===== config.mk =====
export PLATFORM = sky130hd
export DESIGN_NAME = exec_ctrl
export DESIGN_NICKNAME = d
export VERILOG_FILES = /design/src/rtl/exec_ctrl_pkg.sv /design/src/rtl/exec_ctrl.sv
export SDC_FILE = /design/constraint.sdc
export NUM_CORES = 1
export LEC_CHECK = 0
export CORE_ASPECT_RATIO = 0.7
export CORE_MARGIN = 1
export CORE_UTILIZATION = 48
export CTS_BUF_LIST = sky130_fd_sc_hd__clkbuf_4
export DETAILED_ROUTE_END_ITERATION = 8
export GPL_ROUTABILITY_DRIVEN = 0
export GPL_TIMING_DRIVEN = 0
export HOLD_SLACK_MARGIN = 0.12
export PLACE_DENSITY = 0.83
export SLEW_MARGIN = 15
export SYNTH_ARGS = -nofsm -noshare
export SYNTH_HDL_FRONTEND = slang
export SYNTH_SLANG_ARGS = --single-unit

===== constraint.sdc =====
create_clock -name clk -period 2.3 [get_ports clk]
set_input_delay 0.345 -clock clk [delete_from_list [all_inputs] [get_ports clk]]
set_output_delay 0.345 -clock clk [all_outputs]
set_load 0.1 [all_outputs]

===== src/rtl/exec_ctrl_pkg.sv =====
// Shared types and defaults for the execute-stage sequencer.
package exec_ctrl_pkg;

    localparam int TIMEOUT_DEF = 255;
    localparam int CNT_W_DEF   = 8;

    typedef enum logic [2:0] {
        IDLE  = 3'd0,
        ISSUE = 3'd1,
        WAIT  = 3'd2,
        DONE  = 3'd3,
        ERR   = 3'd4
    } exec_ctrl_state_t;

endpackage


===== src/rtl/exec_ctrl.sv =====
// Execute-stage sequencer: issue, wait for FPU, hand result to memory stage,
// turn a mispredict at completion into flush/pc_load, trap a hung FPU.
module exec_ctrl
    import exec_ctrl_pkg::*;
#(
    parameter int TIMEOUT = TIMEOUT_DEF,
    parameter int CNT_W   = CNT_W_DEF
) (
    input  logic        clk,
    input  logic        rst,
    input  logic        in_valid,
    output logic        in_ready,
    input  logic        in_multi,
    output logic        exec_enable,
    input  logic        exec_fin,
    input  logic        exec_miss,
    output logic        cap_en,
    output logic        out_valid,
    input  logic        out_ready,
    output logic        flush,
    output logic        pc_load,
    output logic        timeout_err,
    output logic [31:0] wait_cycles
);

    localparam logic [CNT_W-1:0] CNT_LAST = CNT_W'(TIMEOUT - 1);

    exec_ctrl_state_t state_q;
    logic             multi_q;
    logic [CNT_W-1:0] cnt_q, cnt_d;
    logic [31:0]      wait_cycles_q;

    // Saturate rather than wrap so a mis-sized TIMEOUT can never re-arm.
    assign cnt_d = (cnt_q == '1) ? cnt_q : cnt_q + 1'b1;

    always_comb begin
        in_ready    = 1'b0;
        exec_enable = 1'b0;
        cap_en      = 1'b0;
        out_valid   = 1'b0;
        timeout_err = 1'b0;
        case (state_q)
            IDLE:  in_ready = 1'b1;
            ISSUE: begin
                exec_enable = 1'b1;
                cap_en      = !multi_q || exec_fin;
            end
            WAIT:  cap_en = exec_fin;
            DONE:  begin
                out_valid = 1'b1;
                in_ready  = out_ready;
            end
            ERR:   timeout_err = 1'b1;
            default: ;
        endcase
    end

    // A mispredict only matters on the cycle the result is captured.
    assign flush       = exec_miss & cap_en;
    assign pc_load     = exec_miss & cap_en;
    assign wait_cycles = wait_cycles_q;

    always_ff @(posedge clk) begin
        if (rst) begin
            state_q       <= IDLE;
            multi_q       <= 1'b0;
            cnt_q         <= '0;
            wait_cycles_q <= '0;
        end else begin
            case (state_q)
                IDLE: begin
                    if (in_valid) begin
                        multi_q <= in_multi;
                        state_q <= ISSUE;
                    end
                end
                ISSUE: begin
                    cnt_q   <= '0;
                    state_q <= cap_en ? DONE : WAIT;
                end
                WAIT: begin
                    cnt_q         <= cnt_d;
                    wait_cycles_q <= wait_cycles_q + 32'd1;
                    if (exec_fin)
                        state_q <= DONE;
                    else if (cnt_q == CNT_LAST)
                        state_q <= ERR;
                end
                DONE: begin
                    if (out_ready) begin
                        if (in_valid) begin
                            multi_q <= in_multi;
                            state_q <= ISSUE;
                        end else begin
                            state_q <= IDLE;
                        end
                    end
                end
                ERR: ;
                default: state_q <= IDLE;
            endcase
        end
    end

endmodule


==> results of run 1 <==
==> worst register-to-register path: cells and delay by family (launching register included) <==
kind,cells,cell delay (ps)
DFF,1,380
buffers and inverters,2,290
and+or+nand+nor,3,1410
AOI/OAI and AO/OA,1,130
==> registers in the layout, indices dropped and copies added, names as in the netlist <==
register / count
cnt_q: 8
multi_q: 1
state_q: 3
wait_cycles: 32
==> worst paths after layout <==
kind                                  end  slack [ps]
max                               pc_load           4
min          wait_cycles[31]$_SDFFE_PP0P_         510
min reg2reg  wait_cycles[31]$_SDFFE_PP0P_         510
max reg2reg  wait_cycles[27]$_SDFFE_PP0P_          40
==> layout make-up <==
type	count	area [µm²]	area share, %
Timing Repair Buffer	53	552	18.0
Multi-Input combinational cell	197	1310	42.9
Clock buffer	5	37.5	1.23
Sequential cell	44	915	29.9
Buffer	13	101	3.31
Clock inverter	3	37.5	1.23
Tap cell	55	68.8	2.25
Inverter	9	37.5	1.23
==> cell families (layout without fill, tap and decap cells) <==
logic type | count (synthesis) | count (layout) | synth area share [%]
flops | 44 | 44 | 39.7
buf+inv | 23 | 83 | 4.57
fa+ha+maj | 3 | 3 | 1.69
xor+xnor | 12 | 12 | 4.74
compound gates | 60 | 60 | 16.4
simple gates | 119 | 119 | 31.4
mux | 3 | 3 | 1.47
==> cells in the mapped netlist (2+ instances only) <==
master     instances  share of area (%)
dfxtp_1           44                 40
clkbuf_1           9                1.5
and4_1             4                1.6
nor2b_1            3               0.85
nor4_1             3               0.85
and3_1             3               0.85
nor2_1            20                3.4
or4_1             14                4.7
and2_1             5                1.4
nor3_1             5                1.1
mux2_2             2                1.0
a211oi_1           4                1.4
o21ai_0           11                2.5
nand4_1           17                4.8
nand4b_1           2               0.79
xor2_1             4                1.6
o31ai_1           12                4.1
nand2b_1           3               0.85
or3_1             10                2.8
ha_1               3                1.7
buf_2              3               0.68
nand4bb_1          2                1.0
a31o_2             2               0.79
xnor2_1            8                3.2
nand3_1            9                2.0
a21oi_1           26                5.9
inv_1              9                1.5
nand2_1           13                2.2
==> metrics by stage <==
stage	util [%]	instance area (µm²)
detailed placement	64.4	2820
floorplan	-	2300
global placement	64.4	2820
global route	69.9	3060
CTS	67.5	2950
finish	69.9	3060
==> power by group <==
part	internal (µW)	total (µW)	switching, µW	leakage [µW]
clock network	222	474	252	0.0000403
registers	770	783	12.7	0.000367
logic	101	301	200	0.000949
==> what timing repair did <==
item                       CTS  global route
setup endpoints to repair   20            37
pin swaps                    6             3
resized for setup           53            35
setup buffers                3             5
==> layout by cell type, fill, tap and decap left out, types with 9 or more instances in the layout <==
cell type and n:
or4_1 10, dfxtp_2 18, or3_1 9, o21ai_0 9, nor2_1 19, nand4_1 17, o31ai_1 11, dfxtp_1 23
nand3_1 9, clkdlybuf4s50_1 13, nand2_1 12, dlymetal6s2s_1 20, a21oi_1 22
==> layer usage <==
metal | part of all wire, % | global-route usage (%) | wire length, µm
met1 | 49 | 34.3 | 2910
met2 | 44 | 37.5 | 2630
met3 | 6.6 | 5.47 | 395
met4 | 0.74 | 8.62 | 44
met5 | 0 | 0 | 0
==> key figures, run 1 <==
Cells and area
  – # nets final: roughly 330
  – Filler cells: around 350
  – N_diodes: 0
  – Share of cells above drive strength 1: 22.5%
  – Post-route insts no fill: ~380
  – Synthesis-to-layout area growth: 38.0%

GRT
  – Grt total ovfl: 0
  – All-Layer GR Usage: about 24%
  – Largest net degree at the start of global routing: 14
  – Initial antenna violation count: 0
  – Global-route wire length before repair: about 9500 µm
  – Vias in the first global route: just over 2000

Yosys
  – Sequential-to-total area share from yosys stat: around 40%
  – Mean Syn Cell Area: around 8.4 µm²
  – Cell Area, Synth: roughly 2200 µm²
  – Ys Warns: 0
  – Ys flop type: dfxtp_1
  – Seq cells post-synth: 44
  – Synth Instances: ~260
  – Number of distinct library cells after synthesis: 42
  – Post-synth EDFFs: 0
  – Post-Syn Nets: between 200 and 300
  – Post-synth ARST share: 0%

Clocking
  – Worst skew pair latency: 360 ps
  – CTS sink cnt: 44
  – Clock Pin Slew Worst Setup and Hold Paths: about 130 ps
  – H-Tree Depth: 2
  – Total CTS buffers: 5
  – Hold Buf Count CTS: 0
  – Clock tree from TritonCTS: built
  – Longest Clk Path Bufs: 2
  – Clock root cell: clkbuf_4

Worst setup path
  – WP data required: approximately 2000 ps
  – R2R Path Start: state_q[2]$_SDFFE_PP0P_
  – Crit path top cell by count: buf_12
  – WP buf/inv: 4
  – Critical-path cell list: buf_8 > or3b_4 > clkinvlp_4 > o21ai_2 > o21ai_4 > and2_4 > buf_12 > buf_12
  – Crit path launch: state_q[0]$_SDFFE_PP0P_
  – Crit path depth: 8
  – CP endpoint kind: primary output
  – Slowest cell on the critical path: or3b_4
  – Crit path DAT: between 1500 and 2000 ps
  – Reg2reg path depth: 6
  – CP top delay family: simple AND/OR/NAND/NOR gates
  – Max FO, Critical Path: 9
  – Critical Path Source Type: flip-flop
  – Critical path class: flip-flop to primary output
  – CP max stage delay: approximately 420 ps

Floorplan
  – IO Count: 46
  – Die X: between 80 and 90 µm
  – Die Ht: about 59 µm
  – Starting density of the core: between 50% and 60%
  – Row cnt: 20
  – Core area: 4380 µm²
  – Full die area: ~4900 µm²

Placement
  – Placed Cells: about 360
  – DP Worst Slack: -1200 ps
  – DPL Wire Length: 4100 µm
  – Port bufs: 45

Timing
  – RSZ-0062 raised after global routing: true
  – Period Utilization, post-route: about 100%
  – Max_slew headroom: 33.2%
  – Final hold vios: 0
  – Max-slew violation count: 0
  – F_max: 435 MHz
  – Setup TNS: 0 ps
  – Final WS setup: 3.68 ps
  – Fin crit period: between 2000 and 2500 ps
  – Setup violations, final: 0
  – Slew @ Worst Pin: between 1000 and 1500 ps
  – Final Hold Slack: 509 ps
  – Setup Skew: roughly 5.3 ps

Route
  – Starting DRT DRC Count: 200
  – Final ANT Viol Nets: 0
  – Via density: ~6
  – DR WL/cell: 15.8 µm
  – Vias post-DR: ~2300
  – DRC: 0
  – DRT Wirelength: approximately 6000 µm
  – Pre-antenna DRT Iters: 4

Power and ir drop
  – Power Dens Cells: 509 nW/µm²
  – Design Power: about 1600 µW
  – Leakage power: roughly 0.0014 µW
  – Max IR drop VDD: about 400 µV

Worst hold path
  – Origin of the worst min-delay path: wait_cycles[31]$_SDFFE_PP0P_
  – Hold Path Depth: 2
  – Hold Crit Class: flip-flop to flip-flop

Job
  – Number of max-cap violations: 0

Outcome
  – Status: completed
(Power assumes the default switching activity.)
==> run 2, diff against run 1 <==
Settings changed: SKIP_LAST_GASP set to 1.
==> results of run 2 <==
No change in the layout: final DEF, timing and power equal those of run 1.
Among the figures that moved: number of gates resized after CTS 53 -> 52; wire length of the first global-routing pass 9530 µm -> 9520 µm; overall routing resource usage 24.5% -> 24.4%; met1 usage 34.3% -> 34.2%
